$ cat config.mk
export PLATFORM = sky130hd
export DESIGN_NAME = txt_term
export DESIGN_NICKNAME = d
export VERILOG_FILES = /design/src/rtl/txt_term.sv
export SDC_FILE = /design/constraint.sdc
export NUM_CORES = 1
export LEC_CHECK = 0
export ABC_AREA = 1
export ABC_CLOCK_PERIOD_IN_PS = 5000
export CORE_MARGIN = 1
export CORE_UTILIZATION = 59
export CTS_CLUSTER_SIZE = 8
export DETAILED_ROUTE_END_ITERATION = 8
export GPL_ROUTABILITY_DRIVEN = 0
export GPL_TIMING_DRIVEN = 1
export PLACE_DENSITY = 0.9
export SYNTH_ARGS = -nofsm -noshare
export SYNTH_HDL_FRONTEND = slang
export SYNTH_SLANG_ARGS = --single-unit
$ cat constraint.sdc
create_clock -name clk -period 5 [get_ports clk]
set_clock_uncertainty 0.2 [all_clocks]
set_input_delay 1 -clock clk [delete_from_list [all_inputs] [get_ports clk]]
set_output_delay 1 -clock clk [all_outputs]
set_load 0.01 [all_outputs]
$ cat src/rtl/txt_term.sv
`default_nettype none
// ============================================================================
//  Module   : txt_term
//  Purpose  : Character-stream console writer for the 40x24 Apple II text
//             page. Accepts ASCII bytes over a valid/ready handshake, keeps a
//             cursor, and writes screen codes into the text RAM through its
//             single read/write port. Handles CR, LF, BS, FF, line wrap,
//             full-screen hardware scroll and clear-screen.
//  Ports    : clk        in   clock
//             reset      in   asynchronous, active-low reset
//             char_d     in   8  ASCII byte
//             char_valid in   char_d valid
//             char_ready out  byte accepted this cycle if char_valid is high
//             mem_adr    out  16 text RAM address
//             mem_wd     out  8  text RAM write data
//             mem_we     out  text RAM write enable
//             mem_rd     in   8  text RAM read data (one cycle after address)
//             cur_row    out  5  cursor row 0..23
//             cur_col    out  6  cursor column 0..39
//             busy       out  high in any state other than IDLE
//  Options  : TXT_TERM_UPCASE_EN - fold lowercase a..z to A..Z before writing
//  Revision : 1.0 - initial release
// ============================================================================
module txt_term #(
    parameter logic [15:0] BASE_ADR   = 16'h0400,
    parameter logic [7:0]  BLANK_CHAR = 8'hA0,
    parameter logic [7:0]  CHAR_OR    = 8'h80
) (
    input  logic        clk,
    input  logic        reset,
    input  logic [7:0]  char_d,
    input  logic        char_valid,
    output logic        char_ready,
    output logic [15:0] mem_adr,
    output logic [7:0]  mem_wd,
    output logic        mem_we,
    input  logic [7:0]  mem_rd,
    output logic [4:0]  cur_row,
    output logic [5:0]  cur_col,
    output logic        busy
);

    localparam logic [4:0] c_LAST_ROW = 5'd23;
    localparam logic [5:0] c_LAST_COL = 6'd39;

    typedef enum logic [2:0] {
        S_CLEAR  = 3'd0,
        S_IDLE   = 3'd1,
        S_PUT    = 3'd2,
        S_ADV    = 3'd3,
        S_SCR_RD = 3'd4,
        S_SCR_WR = 3'd5,
        S_FILL   = 3'd6
    } state_t;

    state_t      r_state;
    state_t      w_state_nxt;

    logic [4:0]  r_row;     // cursor
    logic [5:0]  r_col;
    logic [4:0]  r_wr;      // work counter row (clear / scroll / fill)
    logic [5:0]  r_wc;      // work counter column
    logic [7:0]  r_char;    // byte captured at acceptance

    logic [15:0] w_adr;
    logic [7:0]  w_wd;
    logic        w_we;
    logic        w_ready;
    logic        w_accept;
    logic        w_printable;
    logic        w_wc_last;
    logic        w_wr_last;

    // Interleaved text-page address: 128 bytes per row within a group of
    // eight, 40 bytes between the three groups.
    function automatic logic [15:0] f_adr(input logic [4:0] row, input logic [5:0] col);
        logic [15:0] v_adr;
        v_adr = BASE_ADR
              + {6'b0, row[2:0], 7'b0}
              + {9'b0, row[4:3], 5'b0}
              + {11'b0, row[4:3], 3'b0}
              + {10'b0, col};
        return v_adr;
    endfunction

    function automatic logic [7:0] f_screen_code(input logic [7:0] ch);
        logic [7:0] v_ch;
        v_ch = ch;
`ifdef TXT_TERM_UPCASE_EN
        // The character ROM has no lowercase glyphs.
        if (ch >= 8'h61 && ch <= 8'h7A) begin
            v_ch = ch & 8'hDF;
        end
`else
        v_ch = ch;
`endif
        return v_ch | CHAR_OR;
    endfunction

    assign w_printable = (char_d >= 8'h20) && (char_d <= 8'h7E);
    assign w_accept    = (r_state == S_IDLE) && char_valid;
    assign w_wc_last   = (r_wc == c_LAST_COL);
    assign w_wr_last   = (r_wr == c_LAST_ROW);

    // ------------------------------------------------------------------
    // State register
    // ------------------------------------------------------------------
    always_ff @(posedge clk or negedge reset) begin
        if (!reset) begin
            r_state <= S_CLEAR;
        end else begin
            r_state <= w_state_nxt;
        end
    end

    // ------------------------------------------------------------------
    // Next state and memory-port outputs
    // ------------------------------------------------------------------
    always_comb begin
        w_state_nxt = r_state;
        w_adr       = f_adr(r_row, r_col);
        w_wd        = 8'h00;
        w_we        = 1'b0;
        w_ready     = 1'b0;

        case (r_state)
            S_CLEAR: begin
                w_adr = f_adr(r_wr, r_wc);
                w_wd  = BLANK_CHAR;
                w_we  = 1'b1;
                if (w_wr_last && w_wc_last) begin
                    w_state_nxt = S_IDLE;
                end
            end
            S_IDLE: begin
                w_ready = 1'b1;
                if (char_valid) begin
                    if (w_printable) begin
                        w_state_nxt = S_PUT;
                    end else if (char_d == 8'h0D || char_d == 8'h0A) begin
                        w_state_nxt = S_ADV;
                    end else if (char_d == 8'h0C) begin
                        w_state_nxt = S_CLEAR;
                    end
                end
            end
            S_PUT: begin
                w_wd = f_screen_code(r_char);
                w_we = 1'b1;
                w_state_nxt = (r_col == c_LAST_COL) ? S_ADV : S_IDLE;
            end
            S_ADV: begin
                w_state_nxt = (r_row < c_LAST_ROW) ? S_IDLE : S_SCR_RD;
            end
            S_SCR_RD: begin
                w_adr       = f_adr(r_wr, r_wc);
                w_state_nxt = S_SCR_WR;
            end
            S_SCR_WR: begin
                // mem_rd now holds the cell read in the previous cycle.
                w_adr = f_adr(r_wr - 5'd1, r_wc);
                w_wd  = mem_rd;
                w_we  = 1'b1;
                w_state_nxt = (w_wr_last && w_wc_last) ? S_FILL : S_SCR_RD;
            end
            S_FILL: begin
                w_adr = f_adr(c_LAST_ROW, r_wc);
                w_wd  = BLANK_CHAR;
                w_we  = 1'b1;
                if (w_wc_last) begin
                    w_state_nxt = S_IDLE;
                end
            end
            default: begin
                w_state_nxt = S_CLEAR;
            end
        endcase
    end

    // ------------------------------------------------------------------
    // Cursor, work counters and byte capture
    // ------------------------------------------------------------------
    always_ff @(posedge clk or negedge reset) begin
        if (!reset) begin
            r_row  <= 5'd0;
            r_col  <= 6'd0;
            r_wr   <= 5'd0;
            r_wc   <= 6'd0;
            r_char <= 8'h00;
        end else begin
            case (r_state)
                S_CLEAR: begin
                    if (w_wc_last) begin
                        r_wc <= 6'd0;
                        if (w_wr_last) begin
                            r_wr  <= 5'd0;
                            r_row <= 5'd0;
                            r_col <= 6'd0;
                        end else begin
                            r_wr <= r_wr + 5'd1;
                        end
                    end else begin
                        r_wc <= r_wc + 6'd1;
                    end
                end
                S_IDLE: begin
                    if (w_accept) begin
                        r_char <= char_d;
                        if (char_d == 8'h0D) begin
                            r_col <= 6'd0;
                        end else if (char_d == 8'h08) begin
                            if (r_col != 6'd0) begin
                                r_col <= r_col - 6'd1;
                            end else if (r_row != 5'd0) begin
                                r_row <= r_row - 5'd1;
                                r_col <= c_LAST_COL;
                            end
                        end else if (char_d == 8'h0C) begin
                            r_wr <= 5'd0;
                            r_wc <= 6'd0;
                        end
                    end
                end
                S_PUT: begin
                    r_col <= (r_col == c_LAST_COL) ? 6'd0 : r_col + 6'd1;
                end
                S_ADV: begin
                    if (r_row < c_LAST_ROW) begin
                        r_row <= r_row + 5'd1;
                    end else begin
                        // Scroll copies row r to row r-1, starting at row 1.
                        r_wr <= 5'd1;
                        r_wc <= 6'd0;
                    end
                end
                S_SCR_WR: begin
                    if (w_wc_last) begin
                        r_wc <= 6'd0;
                        if (!w_wr_last) begin
                            r_wr <= r_wr + 5'd1;
                        end
                    end else begin
                        r_wc <= r_wc + 6'd1;
                    end
                end
                S_FILL: begin
                    r_wc <= w_wc_last ? 6'd0 : r_wc + 6'd1;
                end
                default: begin
                end
            endcase
        end
    end

    // The clear state drives a write, so the port is forced quiet while
    // reset is held.
    assign mem_adr    = w_adr;
    assign mem_wd     = reset ? w_wd : 8'h00;
    assign mem_we     = reset & w_we;
    assign char_ready = reset & w_ready;
    assign busy       = (r_state != S_IDLE);
    assign cur_row    = r_row;
    assign cur_col    = r_col;

endmodule
`default_nettype wire
==> run_results.csv, run 1 <==
group,metric,value,unit
die,die_x,79.0,um
logic_synthesis,synth_sequential_area_ratio,22.9,%
place,port_buffers,52,
logic_synthesis,avgSynthCellArea,6.31,um^2
sta,hold_violations,0,
sta,finalSetupViolations,0,
critical_path,worst_path_max_delay_cell,"clkdlybuf4s50_1",
sta,maxSlewHeadroom,45.4,%
sta,finalCriticalPeriod,4470,ps
global_routing,met3_usage,5.17,%
cells_and_area,final_common_cell,"nand2_1",
drt,vias_per_cell,5.69,
cells_and_area,nNetsFinal,646,
min_path,min_delay_path_depth,2,
global_routing,grt-ovfl-total,0,
clock_tree,postCtsSetupBuffers,0,
global_routing,grt_first_pass_wirelength,16.0,mm
die,initial_core_util,62.4,%
logic_synthesis,async_flop_share,100,%
global_routing,grt_usage,32.6,%
clock_tree,tritoncts,"built",
die,io-pin-count,57,
status,status,"complete, no violations",
logic_synthesis,ys.flop_type,"dfrtp_1",
drt,vias,3838,
sta,rsz0062_at_grt,"no",
die,rows,27,
logic_synthesis,ys_ff_latch,32,
logic_synthesis,syn_inst,555,
drt,wl,9.52,mm
drt,wl_per_cell,14.1,um
drt,drt-pass1-iter-count,5,
power,p_leak,0.00210,uW
logic_synthesis,syn_area,0.00350,mm^2
drt,ant_nets,0,
cells_and_area,syn2layout_area_growth,18.0,%
min_path,holdCritPathClass,"register to register",
cells_and_area,final_cell_mix,"nand2_1 (188), nand3_1 (62), inv_1 (59), clkdlybuf4s50_1 (52), nor2_1 (48)",
critical_path,cp_max_fo,12,
critical_path,cp_cell_sequence,"inv_1, ha_1, nand2_1, nand2_1, nand2_1, fa_1, nand2_1, nand2_1, nand3_1, nand3_1, nand4_1, clkdlybuf4s50_1",
clock_tree,h-tree-depth,2,
clock_tree,clk_path_buf_depth,2,
logic_synthesis,synth.distinct_cells,42,
logic_synthesis,synth_top_area_share,22.9,%
global_routing,first_global_vias,3659,
job,maxCapViolations,0,
place,dp_hpwl,7.34,mm
sta,max_freq,224,MHz
global_routing,grt_use_met2,57.3,%
critical_path,cp.required,3800,ps
global_routing,grt_max_degree,33,
clock_tree,cts-resized-gates,0,
critical_path,cp_data_arrival_time,3270,ps
cells_and_area,layout-drive-gt1-share,7.97,%
drt,drtIter0Drc,225,
logic_synthesis,synth_top_area_cell,"dfrtp_1",
global_routing,grtUsageMet1,39.1,%
die,die_h,79.0,um
critical_path,max_stage_delay,540,ps
power,power_density,600,mW/mm^2
drt,drc,0,
critical_path,critPathMostFrequentCell,"nand2_1",
global_routing,grt-busiest-layer,"met2",
clock_tree,cts_buffers,5,
sta,tightest_slew,816,ps
cells_and_area,fin_util,73.7,%
clock_tree,cts_hold_buf,0,
global_routing,antenna_found_initial,0,
critical_path,cp-end-kind,"output port",
die,core_area,0.00561,mm^2
sta,final_max_slew_viol_count,0,
power,ir_drop,282,uV
critical_path,path_class,"register to output port",
clock_tree,path_clk_slew,70,ps
clock_tree,numClockSinks,32,
sta,fin_tns_setup,0,ps
die,fp.dieArea,0.00625,mm^2
logic_synthesis,synthTopCellsByArea,"dfrtp_1 (23%), nand2_1 (20%), nand3_1 (8.9%)",
sta,finalCritPeriodShare,89.3,%
critical_path,reg2reg_depth,9,
logic_synthesis,yosys_warnings,0,
logic_synthesis,synth-edff-count,0,
cells_and_area,n_antenna_cell,0,
clock_tree,clk_latency,290,ps
critical_path,startpoint_type,"register",
clock_tree,root_buffer,"clkbuf_8",
-- metal layers --
layer	routed length [um]	share of wire, %	vias to the layer above
li1	-	-	1875
met1	3800	40	1754
met2	4700	49	179
met3	726	7.6	30
met4	295	3.1	0
met5	0	0	-
-- Yosys cell counts (all sizes together) (4+ instances only) --
cell type / n
buf: 14
nand2: 194
nand3: 67
o21ai: 24
fa: 4
dfrtp: 32
inv: 69
nor2: 58
nand4: 17
xor2: 8
a21oi: 22
ha: 21
-- state kept, by name (all words and copies together) (netlist names) --
| name | flops |
|---|---|
| r_char | 7 |
| cur_col | 6 |
| r_wc | 6 |
| cur_row | 5 |
| r_wr | 5 |
| r_state | 3 |
-- where the power goes --
group / switching (uW) / leakage, uW / total [uW] / internal, uW
Combinational: 1030 / 0.00164 / 1720 / 697
Sequential: 170 / 0.000409 / 531 / 361
Clock: 99.7 / 0.0000503 / 222 / 123
-- final timing paths --
kind / start / endpoint / slack (ps)
setup reg to reg: r_state[0]$_DFFE_PN0P_ / cur_col[5]$_DFFE_PN0P_ / 2620
min in group asynchronous: reset / r_wr[0]$_DFFE_PN0P_ / 1070
hold reg to reg: r_char[0]$_DFFE_PN0P_ / r_char[0]$_DFFE_PN0P_ / 300
max in group asynchronous: reset / r_state[1]$_DFFE_PN0P_ / 3210
hold / removal: r_char[0]$_DFFE_PN0P_ / r_char[0]$_DFFE_PN0P_ / 300
setup / recovery: r_wr[0]$_DFFE_PN0P_ / mem_adr[9] / 530
-- per-stage QoR --
step                hold slack [ps]  cells  total power (uW)  instance area, um^2  setup slack (ps)
floorplan                       253    558              1700                 3510              1640
global placement                272    667              2160                 4030              1070
detailed placement              284    667              2220                 4030               933
CTS                             301    674              2460                 4130               613
global route                    338    674              2710                 4130               286
finish                          300    674              2480                 4130               534
-- cell type report --
type / count / area (um^2)
Timing Repair Buffer: 53 / 528
Clock buffer: 7 / 96.3
Sequential cell: 32 / 801
Multi-Input combinational cell: 438 / 2340
Tap cell: 72 / 90.1
Fill cell: 465 / 1480
Inverter: 72 / 274
-- worst max-delay path, delay by kind of cell (launching register included) --
kind	cells	cell delay, ps
AND/OR/NAND/NOR	8	950
adder cells (fa/ha/maj)	2	790
buffers and inverters	2	750
flip-flops	1	490
-- cell families after synthesis --
kind of cell / count (synthesis) / share of synthesized area (%)
DFF: 32 / 22.9
buffers and inverters: 88 / 10.6
muxes: 4 / 1.22
and+or+nand+nor: 343 / 44.6
adders and majority gates: 25 / 9.79
xor gates and xnor gates: 10 / 2.50
AOI/OAI and AO/OA: 52 / 8.29
other: 1 / 0.107
(Power assumes the default switching activity.)
==> run 2, diff against run 1 <==
CTS_CLUSTER_DIAMETER = 50   (was default)
==> results of run 2 <==
Same layout as run 1: the final DEF is identical, and so are final timing and power.
==> run 3, diff against run 2 <==
CORE_MARGIN = 2   (was 1)
GPL_ROUTABILITY_DRIVEN = default   (was 0)
==> run_results.csv, run 3 (same netlist as run 1, synthesis figures left out) <==
group,metric,value,unit
global_routing,first_global_vias,3669,
cells_and_area,fill_cells,513,
drt,drc,0,
critical_path,startpoint_type,"register",
clock_tree,h-tree-depth,2,
critical_path,critPathBufInv,2,
power,power_density,599,mW/mm^2
sta,final_max_slew_viol_count,0,
cells_and_area,layout-drive-gt1-share,7.79,%
clock_tree,numClockSinks,32,
cells_and_area,largest_reg_flops,7,
cells_and_area,n_antenna_cell,0,
cells_and_area,multiInputGateArea,0.00234,mm^2
clock_tree,postCtsSetupBuffers,0,
die,core_area,0.00582,mm^2
drt,wl,9.55,mm
global_routing,grt_use_met2,54.9,%
clock_tree,cts-resized-gates,0,
sta,max_freq,230,MHz
die,initial_core_util,60.2,%
die,fp.dieArea,0.00657,mm^2
clock_tree,clk_latency,290,ps
global_routing,grt-ovfl-total,0,
sta,maxSlewHeadroom,48.0,%
global_routing,antenna_found_initial,0,
die,io-pin-count,57,
clock_tree,path_clk_slew,70,ps
sta,rsz0062_at_grt,"no",
drt,ant_nets,0,
critical_path,path_class,"register to output port",
die,rows,28,
sta,hold_ws,307,ps
die,die_h,81.0,um
cells_and_area,instances_no_fill,678,
critical_path,cp_max_fo,12,
cells_and_area,regMostFlops,"r_char",
critical_path,cp_cell_sequence,"inv_1, ha_1, nand3_1, nand2_1, fa_1, nand2_1, nand2_1, nand3_1, nand3_1, nand4_1, clkdlybuf4s50_1",
cells_and_area,final_cell_mix,"nand2_1 (188), nand3_1 (62), inv_1 (59), clkdlybuf4s50_1 (52), nor2_1 (48)",
place,place_congestion,0.962,
global_routing,met3_usage,4.33,%
global_routing,grt-busiest-layer,"met2",
drt,vias,3850,
clock_tree,root_buffer,"clkbuf_8",
power,ir_drop,344,uV
critical_path,cp-end-kind,"output port",
clock_tree,cts_buffers,5,
place,dp_hpwl,7.37,mm
global_routing,grt_max_degree,33,
sta,finalCritPeriodShare,87.1,%
sta,fin_tns_setup,0,ps
status,status,"complete, no violations",
clock_tree,clk_path_buf_depth,2,
sta,tightest_slew,777,ps
sta,finalCriticalPeriod,4360,ps
critical_path,cp_data_arrival_time,3160,ps
die,die_x,81.0,um
clock_tree,tritoncts,"built",
critical_path,cp_top_family,"simple AND/OR/NAND/NOR gates",
critical_path,cp.required,3800,ps
clock_tree,cts_hold_buf,0,
place,post-place-cells,670,
job,maxCapViolations,0,
drt,drtIter0Drc,255,
cells_and_area,nNetsFinal,646,
min_path,holdCritPathClass,"register to register",
sta,hold_violations,0,
critical_path,max_stage_delay,540,ps
global_routing,grt_usage,30.8,%
power,p_leak,0.00209,uW
cells_and_area,syn2layout_area_growth,17.9,%
sta,finalSetupViolations,0,
drt,wl_per_cell,14.1,um
cells_and_area,final_common_cell,"nand2_1",
global_routing,grtUsageMet1,36.3,%
place,port_buffers,52,
drt,vias_per_cell,5.68,
global_routing,grt_first_pass_wirelength,16.0,mm
drt,drt-pass1-iter-count,6,
critical_path,worst_path_max_delay_cell,"clkdlybuf4s50_1",
cells_and_area,seqCellArea,801,um^2
run 3: cell count changes in the layout (fill, tap and decap cells not counted):
cell	before	now
clkbuf_1	0	2
clkbuf_8	7	6
run 3: per-stage QoR:
stage	setup slack [ps]	utilization [%]	area, um^2	total power [uW]
after CTS	664	71.0	4130	2450
final	643	71.0	4130	2470
after global routing	360	71.0	4130	2720
after floorplan	1640	-	3510	1700
after detailed placement	976	69.4	4040	2230
after global placement	1050	69.4	4040	2170
run 3: worst paths after layout:
| check | start | endpoint | slack, ps | cells after the start |
|---|---|---|---|---|
| setup / recovery | r_wr[0]$_DFFE_PN0P_ | mem_adr[9] | 640 | 11 |
| min in group asynchronous | reset | cur_row[3]$_DFFE_PN0P_ | 1080 | 2 |
| max in group asynchronous | reset | cur_col[3]$_DFFE_PN0P_ | 3220 | 2 |
| hold / removal | r_char[4]$_DFFE_PN0P_ | r_char[4]$_DFFE_PN0P_ | 310 | 2 |
| setup reg to reg | r_state[0]$_DFFE_PN0P_ | cur_col[3]$_DFFE_PN0P_ | 2610 | 9 |
| hold reg to reg | r_char[4]$_DFFE_PN0P_ | r_char[4]$_DFFE_PN0P_ | 310 | 2 |
run 3: report_power, final:
group / internal, uW / leakage, uW / total, uW / switching [uW]
logic: 698 / 0.00164 / 1730 / 1030
clock network: 112 / 0.0000455 / 211 / 98.2
registers: 361 / 0.000409 / 533 / 172
total: 1170 / 0.00209 / 2470 / 1300
run 3: layout make-up:
cell class,instances,share of cell area [%]
timing repair buffer,53,12.8
clock buffer,8,2.18
tap,75,2.27
sequential,32,19.4
multi-input combinational,438,56.7
inverter,72,6.64
run 3: tightest hold or removal path: stages (launching register included):
cell	delay, ps
dfrtp_1	360
nand2_1	50
o21ai_0	60
run 3: routing by layer:
layer / vias to the layer above / share of wire, %
met5: - / 0
met4: 0 / 3.9
met3: 42 / 6.4
met2: 193 / 50
met1: 1744 / 40
li1: 1871 / -
